--- src/rtl/tile_map_render_if.sv ---
// Map-port bus between a CPU-side master and the tile map renderer.
// Carries the cell write strobe/address/data, the whole-map clear pulse and
// the busy flag the renderer returns while a clear sweeps the map.
//   master : drives map_we, map_addr, map_wdata, map_clear; reads map_busy
//   slave  : reads map_we, map_addr, map_wdata, map_clear; drives map_busy
interface tile_map_render_if #(
    parameter int IDX_W  = 10,
    parameter int TYPE_W = 2
) ();
    logic              map_we;
    logic [IDX_W-1:0]  map_addr;
    logic [TYPE_W-1:0] map_wdata;
    logic              map_clear;
    logic              map_busy;

    modport master (
        output map_we,
        output map_addr,
        output map_wdata,
        output map_clear,
        input  map_busy
    );

    modport slave (
        input  map_we,
        input  map_addr,
        input  map_wdata,
        input  map_clear,
        output map_busy
    );
endinterface

--- src/rtl/tile_map_render.sv ---
// Tile-based playfield renderer.
// Turns the timing generator's pixel_column/pixel_row into a per-pixel colour.
// A writable map RAM holds one tile type per screen cell. The texture for that
// type comes from an external tile ROM addressed with {type, row_off, col_off}.
// Input-to-output latency is 3+ROM_LATENCY cycles at one pixel per cycle.
// Ports:
//   clock, reset        : rising-edge clock, asynchronous active-low reset
//   pixel_column/row    : current pixel position (12 bits each)
//   video_on            : active-video qualifier
//   mapBus (slave)      : CPU map write / clear port, map_busy while clearing
//   rom_addr / rom_data : tile ROM address out, texel back ROM_LATENCY cycles later
//   pix_color/opaque/valid : rendered pixel, non-empty flag, qualified valid
module tile_map_render #(
    parameter int                 TILE_LOG2   = 5,
    parameter int                 MAP_COLS    = 32,
    parameter int                 MAP_ROWS    = 24,
    parameter int                 TYPE_W      = 2,
    parameter int                 COLOR_W     = 12,
    parameter int                 ROM_LATENCY = 1,
    parameter logic [COLOR_W-1:0] BG_COLOR    = 12'h000,
    parameter int                 IDX_W       = 10
) (
    input  logic                            clock,
    input  logic                            reset,
    input  logic [11:0]                     pixel_column,
    input  logic [11:0]                     pixel_row,
    input  logic                            video_on,
    tile_map_render_if.slave                mapBus,
    output logic [TYPE_W+2*TILE_LOG2-1:0]   rom_addr,
    input  logic [COLOR_W-1:0]              rom_data,
    output logic [COLOR_W-1:0]              pix_color,
    output logic                            pix_opaque,
    output logic                            pix_valid
);

    localparam int DEPTH = MAP_COLS * MAP_ROWS;

    typedef enum logic {IDLE, CLEAR} clrState_t;

    // Map storage; deliberately has no reset so a reset mid-clear leaves it
    // partially cleared.
    logic [TYPE_W-1:0] mapMem [0:DEPTH-1];

    logic [11:0]          colCell;
    logic [11:0]          rowCell;
    logic [TILE_LOG2-1:0] colOff;
    logic [TILE_LOG2-1:0] rowOff;
    logic                 inMap;
    logic [IDX_W-1:0]     idx1_d;

    logic [IDX_W-1:0]     idx1_q;
    logic [TILE_LOG2-1:0] colOff1_q;
    logic [TILE_LOG2-1:0] rowOff1_q;
    logic                 v1_q;

    logic [TYPE_W-1:0]    type2_q;
    logic [TILE_LOG2-1:0] colOff2_q;
    logic [TILE_LOG2-1:0] rowOff2_q;
    logic                 v2_q;

    logic [TYPE_W-1:0]    typeDly_q [ROM_LATENCY];
    logic                 vDly_q    [ROM_LATENCY];

    logic                 pixOpaque_d;
    logic [COLOR_W-1:0]   pixColor_d;
    logic                 pixOpaque_q;
    logic [COLOR_W-1:0]   pixColor_q;
    logic                 pixValid_q;

    clrState_t            state_q;
    clrState_t            state_d;
    logic [IDX_W-1:0]     count_q;
    logic [IDX_W-1:0]     count_d;
    logic                 ramWe;
    logic [IDX_W-1:0]     ramAddr;
    logic [TYPE_W-1:0]    ramData;

    // Split the pixel position into cell and in-cell offset with shifts only.
    // Off-map pixels use index 0 so no out-of-range address reaches the RAM.
    always_comb begin
        colCell = pixel_column >> TILE_LOG2;
        rowCell = pixel_row >> TILE_LOG2;
        colOff  = pixel_column[TILE_LOG2-1:0];
        rowOff  = pixel_row[TILE_LOG2-1:0];
        inMap   = (int'(colCell) < MAP_COLS) && (int'(rowCell) < MAP_ROWS);
        idx1_d  = '0;
        if (inMap) begin
            idx1_d = IDX_W'(int'(rowCell) * MAP_COLS + int'(colCell));
        end
    end

    // Render pipeline: cell index, synchronous map read, ROM-latency delay
    // line for type/valid, then the output register aligned with rom_data.
    always_ff @(posedge clock or negedge reset) begin
        if (!reset) begin
            idx1_q      <= '0;
            colOff1_q   <= '0;
            rowOff1_q   <= '0;
            v1_q        <= 1'b0;
            type2_q     <= '0;
            colOff2_q   <= '0;
            rowOff2_q   <= '0;
            v2_q        <= 1'b0;
            for (int i = 0; i < ROM_LATENCY; i++) begin
                typeDly_q[i] <= '0;
                vDly_q[i]    <= 1'b0;
            end
            pixOpaque_q <= 1'b0;
            pixColor_q  <= BG_COLOR;
            pixValid_q  <= 1'b0;
        end else begin
            idx1_q      <= idx1_d;
            colOff1_q   <= colOff;
            rowOff1_q   <= rowOff;
            v1_q        <= video_on && inMap;
            type2_q     <= mapMem[idx1_q];
            colOff2_q   <= colOff1_q;
            rowOff2_q   <= rowOff1_q;
            v2_q        <= v1_q;
            typeDly_q[0] <= type2_q;
            vDly_q[0]    <= v2_q;
            for (int i = 1; i < ROM_LATENCY; i++) begin
                typeDly_q[i] <= typeDly_q[i-1];
                vDly_q[i]    <= vDly_q[i-1];
            end
            pixOpaque_q <= pixOpaque_d;
            pixColor_q  <= pixColor_d;
            pixValid_q  <= vDly_q[ROM_LATENCY-1];
        end
    end

    always_comb begin
        pixOpaque_d = vDly_q[ROM_LATENCY-1] && (typeDly_q[ROM_LATENCY-1] != '0);
        pixColor_d  = pixOpaque_d ? rom_data : BG_COLOR;
    end

    // Single map write port. The read of type2_q above sees the old contents
    // on a same-address collision (read-first).
    always_ff @(posedge clock) begin
        if (ramWe) begin
            mapMem[ramAddr] <= ramData;
        end
    end

    // Clear FSM state register.
    always_ff @(posedge clock or negedge reset) begin
        if (!reset) begin
            state_q <= IDLE;
            count_q <= '0;
        end else begin
            state_q <= state_d;
            count_q <= count_d;
        end
    end

    // Clear sequencing and write-port arbitration. While clearing, the
    // sweep owns the write port and CPU writes/clears are dropped.
    always_comb begin
        state_d = state_q;
        count_d = count_q;
        ramWe   = 1'b0;
        ramAddr = mapBus.map_addr;
        ramData = mapBus.map_wdata;
        case (state_q)
            IDLE: begin
                if (mapBus.map_we && (int'(mapBus.map_addr) < DEPTH)) begin
                    ramWe = 1'b1;
                end
                if (mapBus.map_clear) begin
                    state_d = CLEAR;
                    count_d = '0;
                end
            end
            CLEAR: begin
                ramWe   = 1'b1;
                ramAddr = count_q;
                ramData = '0;
                count_d = count_q + 1'b1;
                if (count_q == IDX_W'(DEPTH - 1)) begin
                    state_d = IDLE;
                end
            end
            default: begin
                state_d = IDLE;
            end
        endcase
    end

    assign mapBus.map_busy = (state_q == CLEAR);
    assign rom_addr   = {type2_q, rowOff2_q, colOff2_q};
    assign pix_color  = pixColor_q;
    assign pix_opaque = pixOpaque_q;
    assign pix_valid  = pixValid_q;

endmodule

--- src/flat_wrapper.sv ---
// flat-port wrapper written by rule: the top's interface ports become plain ports
module tile_map_render_flat 
#(
    parameter int                 TILE_LOG2   = 5,
    parameter int                 MAP_COLS    = 32,
    parameter int                 MAP_ROWS    = 24,
    parameter int                 TYPE_W      = 2,
    parameter int                 COLOR_W     = 12,
    parameter int                 ROM_LATENCY = 1,
    parameter logic [COLOR_W-1:0] BG_COLOR    = 12'h000,
    parameter int                 IDX_W       = 10
)
  (clock, reset, pixel_column, pixel_row, video_on, rom_addr, rom_data, pix_color, pix_opaque, pix_valid, mapBus_map_we, mapBus_map_addr, mapBus_map_wdata, mapBus_map_clear, mapBus_map_busy);
  tile_map_render_if #(.IDX_W(IDX_W), .TYPE_W(TYPE_W)) mapBus_i ();
  input  logic clock;
  input  logic reset;
  input  logic [11:0] pixel_column;
  input  logic [11:0] pixel_row;
  input  logic video_on;
  output logic [TYPE_W+2*TILE_LOG2-1:0] rom_addr;
  input  logic [COLOR_W-1:0] rom_data;
  output logic [COLOR_W-1:0] pix_color;
  output logic pix_opaque;
  output logic pix_valid;
  input wire logic [$bits(mapBus_i.map_we)-1:0] mapBus_map_we;
  input wire logic [$bits(mapBus_i.map_addr)-1:0] mapBus_map_addr;
  input wire logic [$bits(mapBus_i.map_wdata)-1:0] mapBus_map_wdata;
  input wire logic [$bits(mapBus_i.map_clear)-1:0] mapBus_map_clear;
  output wire logic [$bits(mapBus_i.map_busy)-1:0] mapBus_map_busy;
  assign mapBus_i.map_we = mapBus_map_we;
  assign mapBus_i.map_addr = mapBus_map_addr;
  assign mapBus_i.map_wdata = mapBus_map_wdata;
  assign mapBus_i.map_clear = mapBus_map_clear;
  assign mapBus_map_busy = mapBus_i.map_busy;
  tile_map_render #(.TILE_LOG2(TILE_LOG2), .MAP_COLS(MAP_COLS), .MAP_ROWS(MAP_ROWS), .TYPE_W(TYPE_W), .COLOR_W(COLOR_W), .ROM_LATENCY(ROM_LATENCY), .BG_COLOR(BG_COLOR), .IDX_W(IDX_W)) u_core (.clock(clock), .reset(reset), .pixel_column(pixel_column), .pixel_row(pixel_row), .video_on(video_on), .mapBus(mapBus_i), .rom_addr(rom_addr), .rom_data(rom_data), .pix_color(pix_color), .pix_opaque(pix_opaque), .pix_valid(pix_valid));
endmodule
--- config.mk ---
export PLATFORM = sky130hd
export DESIGN_NAME = tile_map_render_flat
export DESIGN_NICKNAME = d
export VERILOG_FILES = /design/src/rtl/tile_map_render_if.sv /design/src/rtl/tile_map_render.sv /design/src/flat_wrapper.sv
export SDC_FILE = /design/constraint.sdc
export NUM_CORES = 2
export LEC_CHECK = 0
export BUFFER_PORTS_ARGS = -buffer_cell sky130_fd_sc_hd__buf_2
export CAP_MARGIN = 30
export CORE_MARGIN = 1.5
export CORE_UTILIZATION = 65
export DETAILED_ROUTE_END_ITERATION = 12
export GPL_TIMING_DRIVEN = 1
export PLACE_DENSITY = 0.82
export RECOVER_POWER = 50
export SLEW_MARGIN = 20
export SYNTH_ARGS = -nofsm -noshare
export SYNTH_HDL_FRONTEND = slang
export SYNTH_SLANG_ARGS = --single-unit
--- constraint.sdc ---
create_clock -name clock -period 53.8 [get_ports clock]
set_input_delay 5.38 -clock clock [delete_from_list [all_inputs] [get_ports clock]]
set_output_delay 5.38 -clock clock [all_outputs]
set_load 0.03 [all_outputs]
==> key figures <==
Synthesis
  – Post-synth EDFFs: approximately 1,500
  – Asr flop ratio synth: 0.0388
  – Largest family of logic cells by synthesized area: multiplexers
  – Adder-Cell Fraction of Synth Area: 0.000887
  – Syn. warnings: 0
  – Synth Area in Simple Gates: 0.0683
  – Post-synthesis xor/xnor area fraction: 0.000810
  – Post-synthesis mux area share: 0.150
  – Post-synthesis sequential area ratio: 0.735
  – Cell Area, Synth: around 0.065 sq mm
  – Compound-gate portion of the synthesized area: 0.0227
  – Post-Syn Nets: around 3,700
  – Cells after Synth: 3,640
  – Post-Syn Area per Cell: 17.8 sq um
  – Post-synthesis sequential element count: 1,598
  – Count of cell types in the netlist: about 70
  – Most common flop cell mapped by yosys: edfxtp_1

Setup path
  – Startpoint types: input pin
  – Worst endpoint required time: around 54,000 ps
  – Setup crit end kind: flip-flop
  – Critical path class: input pin to flip-flop
  – Critical Path AT: 15,880 ps
  – CP Max Fanout: 267

STA
  – Actual slew at the worst max-slew pin: between 10,000 and 15,000 ps
  – Final setup TNS: 0 ps
  – Final setup fails: 0
  – Fin. max-slew vios: between 1,000 and 1,500
  – Period Utilization, post-route: 0.291
  – Final Hold Viols: 0
  – Worst slew margin: -6.39
  – RSZ-0062 raised after global routing: false
  – Fmax: about 0.064 GHz
  – Final hold slack: 347 ps
  – Setup Skew: between 20 and 25 ps
  – Crit path time final: approximately 16,000 ps

Power and ir drop
  – Pwr dens: 33.8 mW/mm^2
  – P_leak: 21.8 nW
  – Max VDD drop: roughly 0.035 mV

GRT
  – Vias in the first global route: between 30,000 and 40,000
  – GRT Overall Usage: 0.338
  – Total grt overflow: 0
  – Initial antenna violation count: 3
  – First-pass GRT wire length: between 200,000 and 250,000 um
  – Largest net degree at the start of global routing: approximately 270

Clocking
  – # resized after CTS: 0
  – Clock root cell: clkbuf_16
  – CTS tree: built
  – Clk pin slew, worst setup/hold paths: 50 ps
  – Inserted Clock Buffers: 153
  – Hold Buf Count CTS: 0
  – Clock sinks: about 1,600
  – # Post-CTS Setup Buffers: 0
  – H-tree Lvls: 4
  – Deepest clock path buffer count: 3
  – Clk_lat worst skew: between 700 and 800 ps

Die
  – Initial Util: 0.658
  – IO Pins: 80
  – Core area: slightly below 0.1 sq mm
  – Die Area: between 0.1 and 0.15 sq mm
  – Row cnt: 115
  – Die X: around 320 um
  – Die Y: 319 um

Route
  – Drc violations: 0
  – Via count: 36,600
  – Vias/cell: about 7
  – Initial drt markers: roughly 6,400
  – Antenna-violating nets left: 0
  – Routed WL: between 150,000 and 200,000 um
  – 1st-pass router iterations: 8
  – Avg WL per Cell: 33.3 um

Final layout
  – Synthesis-to-finish area growth: 9.97%
  – Net count reported at finish: approximately 3,800
  – Most frequent cells in the layout: edfxtp_1 (1,536), nor2_1 (799), mux4_2 (407)
  – Layout cells sized above 1: 0.205
  – Commonest non-fill, non-tap cell in the layout: edfxtp_1
  – Core Util, Final: 0.724

Min path
  – Worst hold path type: flip-flop to flip-flop

Run
  – MaxCap Viol Count: 21

Place
  – DP HPWL: 94,700 um
  – Gpl congestion: 0.916
  – PortBufs: just under 80

Status
  – Status: finished with violations
  – Failing checks: max-capacitance violations, max-slew violations
==> cell families after synthesis <==
kind of cell	count (synthesis)
AOI/OAI and AO/OA	203
muxes	454
adders and majority gates	4
and+or+nand+nor	1085
buffers and inverters	290
DFF	1598
xor gates and xnor gates	6
==> path summary, 6_finish.rpt <==
| check | start | to | slack, ps | cells after the start |
|---|---|---|---|---|
| max reg2reg | u_core.idx1_q[0] | u_core.type2_q[1] | 41410 | 11 |
| min in group asynchronous | reset | u_core.count_q[6] | 5020 | 1 |
| max in group asynchronous | reset | u_core.idx1_q[1] | 45260 | 2 |
| min | u_core.colOff1_q[4] | u_core.colOff2_q[4] | 350 | 0 |
| min reg2reg | u_core.colOff1_q[4] | u_core.colOff2_q[4] | 350 | 0 |
| max | mapBus_map_wdata[1] | u_core.mapMem[203][1] | 38140 | 4 |
==> registers in the layout, summed over array words and instances, names as in the netlist <==
register	count
u_core.idx1_q	10
u_core.rowOff2_q	5
u_core.v1_q	1
u_core.colOff2_q	5
u_core.v2_q	1
u_core.mapBus.map_busy	1
u_core.colOff1_q	5
u_core.pix_color	12
u_core.rowOff1_q	5
u_core.vDly_q	1
u_core.type2_q	2
u_core.pix_opaque	1
u_core.count_q	10
u_core.typeDly_q	2
u_core.pix_valid	1
u_core.mapMem	1536
==> cell usage after synthesis, types with 11 or more instances <==
master    instances  area, sq um
edfxtp_1       1536        46100
nor2_1          800         3000
mux4_2          407         9170
clkbuf_1        140          526
nand2_1         129          484
dfrtp_1          62         1550
a22oi_1          49          368
buf_1            48          180
mux2i_1          39          390
buf_2            36          180
and2_1           27          169
nand3_1          26          130
buf_4            25          188
a21oi_1          24          120
buf_6            21          236
o21ai_0          19         95.1
nor3_1           18         90.1
a221oi_1         16          140
a22o_1           16          140
or3_1            16          100
nand2b_1         14         87.6
o221ai_1         14          123
o22ai_1          13         81.3
inv_1            12         45.0
nor2b_1          12         75.1
a31oi_1          11         68.8
==> final cells by class <==
class | count | area, sq um
sequential | 1598 | 47700
fill | 5416 | 27200
multi-input combinational | 1752 | 15800
clock buffer | 192 | 4090
tap | 1287 | 1610
timing repair buffer | 192 | 1440
clock inverter | 85 | 676
inverter | 15 | 57.6
antenna | 3 | 7.51
==> layer usage <==
metal / up-vias / track usage / wire [um]
li1: 14400 / - / -
met1: 18500 / 0.438 / 55700
met2: 3093 / 0.520 / 80600
met3: 605 / 0.102 / 23800
met4: 4 / 0.186 / 10400
met5: - / 0 / 32
==> where the power goes <==
group          total, mW  leakage [nW]  switching [mW]  internal [mW]
clock network       1.03          2.33           0.464          0.571
registers           1.34          14.9         0.00100           1.34
logic             0.0309          4.48          0.0181         0.0128
total               2.41          21.8           0.483           1.93
==> worst max-delay path, cell delays in order <==
cell      delay (ps)
buf_2             80
nor2b_1          430
clkbuf_1        7510
clkbuf_1        1990
==> metrics by stage <==
step	setup slack [ps]	std cells	instance area, sq um	power [mW]
after global placement	44760	4803	66200	1.40
final	38140	5124	71300	2.41
after global routing	37790	5121	71300	2.46
after detailed placement	44690	4828	66700	1.40
after floorplan	26220	3640	64900	1.39
after CTS	45460	5105	71400	2.41
No activity file was read; power rests on OpenSTA's default activity.
